$ cat src/rtl/arb_pkg.sv
// Shared constants and state type for the 8-lane round-robin arbiter/mux.
package arb_pkg;

    localparam int unsigned LANES = 8;
    localparam int unsigned SEL_W = 3;

    // Output register occupancy: EMPTY means out_valid = 0, FULL means out_valid = 1.
    typedef enum logic {
        EMPTY = 1'b0,
        FULL  = 1'b1
    } arb_state_t;

endpackage : arb_pkg

$ cat src/rtl/rr_pick8.sv
// Rotating first-one search: picks the first requesting lane strictly after
// last_grant, wrapping 7 -> 0. Purely combinational.
module rr_pick8
    import arb_pkg::*;
(
    input  logic [LANES-1:0] req,
    input  logic [SEL_W-1:0] last_grant,
    output logic [LANES-1:0] grant,
    output logic [SEL_W-1:0] idx,
    output logic             any
);

    logic [SEL_W-1:0] lane;

    // Scan offsets 1..8 from last_grant; the first requesting lane wins.
    always_comb begin
        grant = '0;
        idx   = '0;
        any   = 1'b0;
        lane  = '0;
        for (int unsigned k = 1; k <= LANES; k++) begin
            lane = last_grant + SEL_W'(k);
            if (!any && req[lane]) begin
                any         = 1'b1;
                grant[lane] = 1'b1;
                idx         = lane;
            end
        end
    end

endmodule : rr_pick8

$ cat src/rtl/arb_mux8.sv
// Eight-lane round-robin arbiter feeding a single-entry output register.
// A lane is accepted whenever the output register is empty or being drained
// in the same cycle, giving one word per cycle under sustained demand.
module arb_mux8
    import arb_pkg::*;
#(
    parameter int unsigned DATA_W = 8
) (
    input  logic                    clk,
    input  logic                    rst,
    input  logic [LANES-1:0]        in_valid,
    input  logic [LANES*DATA_W-1:0] in_data,
    output logic [LANES-1:0]        in_ready,
    output logic                    out_valid,
    output logic [DATA_W-1:0]       out_data,
    output logic [SEL_W-1:0]        out_sel,
    input  logic                    out_ready
);

    arb_state_t       state;
    arb_state_t       state_nxt;
    logic [SEL_W-1:0] last_grant;
    logic [LANES-1:0] pick_grant;
    logic [SEL_W-1:0] pick_idx;
    logic             pick_any;
    logic             load_en;
    logic             lane_xfer;

    rr_pick8 u_pick (
        .req        (in_valid),
        .last_grant (last_grant),
        .grant      (pick_grant),
        .idx        (pick_idx),
        .any        (pick_any)
    );

    assign out_valid = (state == FULL);
    assign load_en   = !out_valid || out_ready;
    // Reset gates the grant so no lane transfer can occur in a reset cycle.
    assign lane_xfer = load_en && !rst && pick_any;
    assign in_ready  = (load_en && !rst) ? pick_grant : '0;

    // State register.
    always_ff @(posedge clk) begin
        if (rst) begin
            state <= EMPTY;
        end else begin
            state <= state_nxt;
        end
    end

    // Next-state: fill on lane transfer, drain on output transfer with no refill.
    always_comb begin
        state_nxt = state;
        case (state)
            EMPTY: if (lane_xfer) state_nxt = FULL;
            FULL:  if (out_ready && !lane_xfer) state_nxt = EMPTY;
            default: state_nxt = EMPTY;
        endcase
    end

    // Output word, source index and round-robin pointer update on lane transfer.
    always_ff @(posedge clk) begin
        if (rst) begin
            out_data   <= '0;
            out_sel    <= '0;
            last_grant <= SEL_W'(LANES - 1);
        end else if (lane_xfer) begin
            out_data   <= in_data[int'(pick_idx) * DATA_W +: DATA_W];
            out_sel    <= pick_idx;
            last_grant <= pick_idx;
        end
    end

endmodule : arb_mux8

$ cat config.mk
export PLATFORM = sky130hd
export DESIGN_NAME = arb_mux8
export DESIGN_NICKNAME = d
export VERILOG_FILES = /design/src/rtl/arb_pkg.sv /design/src/rtl/rr_pick8.sv /design/src/rtl/arb_mux8.sv
export SDC_FILE = /design/constraint.sdc
export NUM_CORES = 1
export LEC_CHECK = 0
export ABC_CLOCK_PERIOD_IN_PS = 4300
export CORE_ASPECT_RATIO = 0.9
export CORE_MARGIN = 4
export CORE_UTILIZATION = 35
export CTS_BUF_LIST = sky130_fd_sc_hd__clkbuf_8 sky130_fd_sc_hd__clkbuf_16
export DETAILED_ROUTE_END_ITERATION = 10
export GPL_ROUTABILITY_DRIVEN = 0
export MAX_ROUTING_LAYER = met4
export PLACE_DENSITY = 0.73
export REMOVE_ABC_BUFFERS = 1
export SLEW_MARGIN = 0
export SYNTH_ARGS = -nofsm -noshare
export SYNTH_HDL_FRONTEND = slang
export SYNTH_SLANG_ARGS = --single-unit
$ cat constraint.sdc
create_clock -name clk -period 4.3 [get_ports clk]
set_clock_uncertainty 0.05 [all_clocks]
set_input_delay 0.645 -clock clk [delete_from_list [all_inputs] [get_ports clk]]
set_output_delay 0.645 -clock clk [all_outputs]
set_load 0.02 [all_outputs]
# After elaboration in Yosys (flattened, before gate mapping)
# Index checks and enable logic that the tools add are counted.
[op_classes] n_addsub=7 n_mul=0 n_div=0 n_lt_le_gt_ge=16 n_eq_ne=0 shifts=1 muxes=60 bitwise=8 n_reduce_logical=29
[op_table] op="$mux W8" count=9
[op_table] op="$shiftx A64 B7 Y8" count=1
[op_table] op="$or A8 B8 Y8" count=7
[op_table] op="$lt A3 B4 Y1 const B" count=8
[op_table] op="$mux W1" count=26
[op_table] op="$bmux W1 S3" count=8
[op_table] op="$demux W1 S3" count=8
[op_table] op="$ge A3 B1 Y1 const B" count=8
[op_table] op="$mux W3" count=8
[op_table] op="$logic_and A1 B1 Y1" count=18
[op_table] op="$add A3 B3 Y3 const B" count=4
[op_table] op="$logic_not A1 Y1" count=10
[op_table] op="$add A3 B2 Y3 const B" count=2
[op_table] op="$add A3 B1 Y3 const B" count=1
[op_table] op="$pmux W1 S2" count=1
[op_table] op="$logic_or A1 B1 Y1" count=1
[op_table] op="$not A1 Y1" count=1
[totals] reg_bits=15 latch_bits=0 ramBits=0 romBits=0 in_bits=75 elab_cells=125 memories=0

# Depth between registers and ports, before layout
[logic_depth] word_depth=30 mapped_depth=15

# Cells and area by module
# Synthesis repeated with hierarchy kept, for this count alone.
[hier_totals] cells_unflattened=268 area_unflattened_um2=2388.5
[by_module_without_submodules] module="rr_pick8" n_inst=1 cells_each=135 area_each_um2=1261.2 seq_area_each_um2=0.0
[by_module_without_submodules] module="arb_mux8" n_inst=1 cells_each=133 area_each_um2=1127.3 seq_area_each_um2=300.3

# Least setup slack after synthesis
# Ideal clock, no wire load.
[synth_path] path_type="flip-flop to output port" start="reg last_grant[0]" end="out in_ready[6]" t_arrival_ns=3.333 slack_ns=0.272 path_stages_with_launch=13 path_buffers=3 path_cell_list="dfxtp_1 buf_2 clkinv_1 ha_1 buf_2 buf_2 mux4_2 mux2i_4 nand4_2 nor4_4 a221o_1 nor2_1 a211oi_1"
[synth_between] elab_chain_len=26 word_cells_on_any_way=100 cone_classes="add/sub (7); order compare (16); mux (48); bitwise (7); reduce/logical (22)"
[synth_lines] item="start, declared" line="arb_mux8.sv:22" source="logic [SEL_W-1:0] last_grant;"
[synth_lines] item="start signal, assigned" line="arb_mux8.sv:67" source="last_grant <= SEL_W'(LANES - 1);"
[synth_lines] item="start signal, assigned" line="arb_mux8.sv:71" source="last_grant <= pick_idx;"
[synth_lines] item="parallel branches: the longest is 24 deep, another holds $lt A3 B4 Y1"
[synth_lines] item="$mux W8 *" line="rr_pick8.sv:23" source="if (!any && req[lane]) begin"
[synth_lines] item="$mux W8 *" line="arb_mux8.sv:41" source="assign in_ready = (load_en && !rst) ? pick_grant : '0;"
[synth_lines] item="end, declared" line="arb_mux8.sv:13" source="output logic [LANES-1:0] in_ready,"
# Mark *: on every way between the ends. The select of a mux whose other input is x is not followed.

# Worst setup path in the final report
[layout_path] start="in in_valid[5]" end="out in_ready[5]"
[layout_between] elab_chain_len=25 word_cells_on_any_way=53 cone_classes="mux (32); bitwise (7); reduce/logical (14)"
[layout_lines] item="start, declared" line="arb_mux8.sv:11" source="input logic [LANES-1:0] in_valid,"
[layout_lines] item="$bmux W1 S3" line="rr_pick8.sv:23"
[layout_lines] item="$mux W1 (implied by the code)" line="rr_pick8.sv:23"
[layout_lines] item="$mux W1" line="rr_pick8.sv:23"
[layout_lines] item="$logic_not A1 Y1" line="rr_pick8.sv:23"
[layout_lines] item="$logic_and A1 B1 Y1" line="rr_pick8.sv:23"
[layout_lines] item="$mux W1" line="rr_pick8.sv:23"
[layout_lines] item="$logic_not A1 Y1" line="rr_pick8.sv:23"
[layout_lines] item="$logic_and A1 B1 Y1" line="rr_pick8.sv:23"
[layout_lines] item="(+9 left out)"
[layout_lines] item="$mux W1" line="rr_pick8.sv:23"
[layout_lines] item="$logic_not A1 Y1" line="rr_pick8.sv:23"
[layout_lines] item="$logic_and A1 B1 Y1" line="rr_pick8.sv:23"
[layout_lines] item="$mux W1" line="rr_pick8.sv:23"
[layout_lines] item="$logic_not A1 Y1" line="rr_pick8.sv:23"
[layout_lines] item="$logic_and A1 B1 Y1" line="rr_pick8.sv:23"
[layout_lines] item="$mux W8 *" line="rr_pick8.sv:23"
[layout_lines] item="$mux W8 *" line="arb_mux8.sv:41"
# Every way passes the cells marked *; elsewhere a longest branch is shown, timed or not. The select of a mux whose other input is x is not followed.

==> flow_summary.toml <==
[run_status]
status = "complete, but fails checks"
violations = "negative setup slack"

[sta]
worst_slack_ns = -0.0207
finalCritPeriodShare_pct = 100
rsz0062_at_grt = "yes"
slew_viol_final = 0
max_freq_mhz = 231
max_slew.worst_pin.slew_ns = 0.855
final_hold_viol_count = 0
period_needed_ns = 4.32
max_slew_margin_pct = 42.9
holdWs_ns = 0.410
setup_violations = 3

[finish]
area_growth_syn_to_layout_pct = 49.7
fin_area_sq_um = 3500
final_common_cell = "clkdlybuf4s50_1"
drive_above_1_share_pct = 11.9
fin_cells = 465
layout_common_cells = "90 x clkdlybuf4s50_1, 49 x mux2i_1, 34 x nand2_1"
diodes = 0
nets = 460

[die]
core_area_sq_um = 6320
io_pins = 95
dieArea_sq_um = 8060
initial_utilization_pct = 37.0
fp-row-count = 27
dieHeight_um = 85.6
die_w_um = 94.2

[yosys]
synth.mux.area_fraction_pct = 33.5
syn_avg_cell_area_sq_um = 8.45
yosys_most_used_dff = "dfxtp_1"
synth-edff-count = 0
synth_xor_area_share_pct = 1.82
synth_top_family_by_area = "multiplexers"
synth_fa_ha_area_share_pct = 3.21
seq_area_frac_synth_pct = 12.8
async_reset_ff_share_pct = 0
yosys_warnings = 0
ys_types = 56
synth_compound_area_share_pct = 22.7
synth_cells = 277
synth-seq-cells = 15
yosys.area_share.simple_pct = 20.9
netlist_area_sq_um = 2340

[placement]
dp.cells = 461
dp_hpwl_mm = 6.39
placedInstanceArea_sq_um = 3440
io_buffer_count = 94

[power_and_ir_drop]
power_density_nw_per_um2 = 1070
ir_worst_vdd_uv = 734
power_leakage_nw = 1.48

[setup_path]
critPathLaunchType = "input port"
cp.arrival_ns = 3.63
crit_end = "in_ready[5]"
crit_start = "in_valid[5]"
path_max_fanout = 7
cp-end-kind = "output pin"
ff2ff_setup_slack_ns = 0.29
worst-endpoint-required_ns = 3.61
r2r-start = "last_grant[1]"
critPathKind = "in2out"
reg2reg_to = "out_data[7]"
reg2regPathDepth = 11

[clock_network]
cts_buffer_depth = 2
cts.sinks = 15
clock-root-buffer = "clkbuf_8"
worstSkewPairLatency_ns = 0.25
cts_hold_buf = 0
cts_buffers = 3
cts_tree = "built"
h-tree-depth = 1
clk_pin_slew_worst_paths_ns = 0.06

[detailed_routing]
viasPerCell = 5.53
ant_nets = 0
drc = 0
drt-total-wl_mm = 7.93
wl_per_cell_um = 17.0
dr.pass1.iters = 6
drt_iter0_drc = 250
routed-via-count = 2570

[grt]
grt_use_total_pct = 19.4
overflow = 0
grt_max_degree = 34
grt_pass1_wl_mm = 12.3
grt_pass1_vias = 2444
antenna_found_initial = 0

[worst_hold_path]
hold_start = "out_sel[0]"
hold_class = "reg2reg"

[job]
cap_violations = 0
-- through the flow --
stage | total power, mW | utilization, % | setup TNS, ns | setup slack (ns)
global route | 4.03 | 55.5 | -0.747 | -0.214
finish | 3.76 | 55.5 | -0.0394 | -0.0207
floorplan | 2.61 | - | -13.05 | -0.932
global placement | 3.53 | 54.5 | 0 | 0.0448
detailed placement | 3.60 | 54.5 | -0.0736 | -0.0276
CTS | 3.74 | 55.4 | 0 | 0.00184
-- synthesized netlist by cell type, drive strengths merged, types with 2 or more instances --
library cell  count  area, sq um
mux2i            50          513
nand2            34          128
nor2             19         71.3
dfxtp            15          300
a21oi            13         76.3
and2             12         75.1
buf              12         85.1
o21ai            11         55.1
mux4              9          203
a22oi             8         60.1
a211oi            6         45.0
a31o              6         52.6
ha                6         75.1
mux2              6         67.6
nor3              6         30.0
inv               5         18.8
a221oi            4         53.8
a22o              4         35.0
nand2b            4         25.0
nand3             4         20.0
nor2b             4         25.0
o22ai             4         25.0
a222oi            3         30.0
clkbuf            3         11.3
nand4             3         25.0
and4              2         17.5
or3               2         12.5
xnor2             2         25.0
xor2              2         17.5
-- cells by family (layout without fill, tap and decap cells) --
kind of cell | after synthesis | after routing
DFF | 15 | 15
adders and majority gates | 6 | 6
xor gates and xnor gates | 4 | 4
AOI/OAI and AO/OA | 70 | 70
buffers and inverters | 21 | 122
and+or+nand+nor | 96 | 96
muxes | 65 | 65
-- routing by layer --
metal	vias up	track usage [%]	share of wire, %	routed length (um)
met4	0	2.10	0.67	53
li1	1264	-	-	-
met5	-	-	0	0
met3	4	2.11	5.1	406
met1	1213	26.4	44	3490
met2	89	32.2	50	3980
-- what timing repair did --
item,in CTS,in global routing
endpoints found under the hold margin,0,0
buffers inserted,0,0
resized for setup,5,2
endpoints found under the setup margin,8,6
-- how the worst min path moves through the flow --
stage,endpoint,slack (ns),cells after the start
after global routing,out_sel[0],0.44,2
final,out_sel[0],0.41,2
after CTS,out_sel[0],0.41,2
after global placement,out_sel[0],0.40,2
after detailed placement,out_sel[0],0.41,2
after floorplan,out_sel[0],0.48,2
-- flip-flops by register name, summed over array words and instances (netlist names) --
signal	cells
last_grant	3
out_sel	3
out_data	8
out_valid	1
-- layout make-up --
cell class / count / area [sq um]
clock buffers: 3 / 41.3
clock inverters: 1 / 3.75
fillers: 604 / 2810
inverters: 6 / 22.5
multi-input cells: 241 / 1940
flip-flops and latches: 15 / 300
well taps: 87 / 109
repair buffers: 112 / 1090
-- worst max-delay path: stages --
cell and delay, ns:
clkdlybuf4s50_1 0.59, mux2i_1 0.17, mux4_2 0.61, nand4_2 0.20, nor2_2 0.08, a222oi_1 0.35
nand2_1 0.13, nand2_1 0.08, o21ai_0 0.06, and2_1 0.16, clkdlybuf4s50_1 0.53
-- power by group --
group          leakage, nW  internal [mW]  switching (mW)
registers            0.125          0.205          0.0269
logic                 1.33           1.55            1.86
clock network       0.0269         0.0632          0.0482
Note: power is estimated with default switching activity, not from simulation.
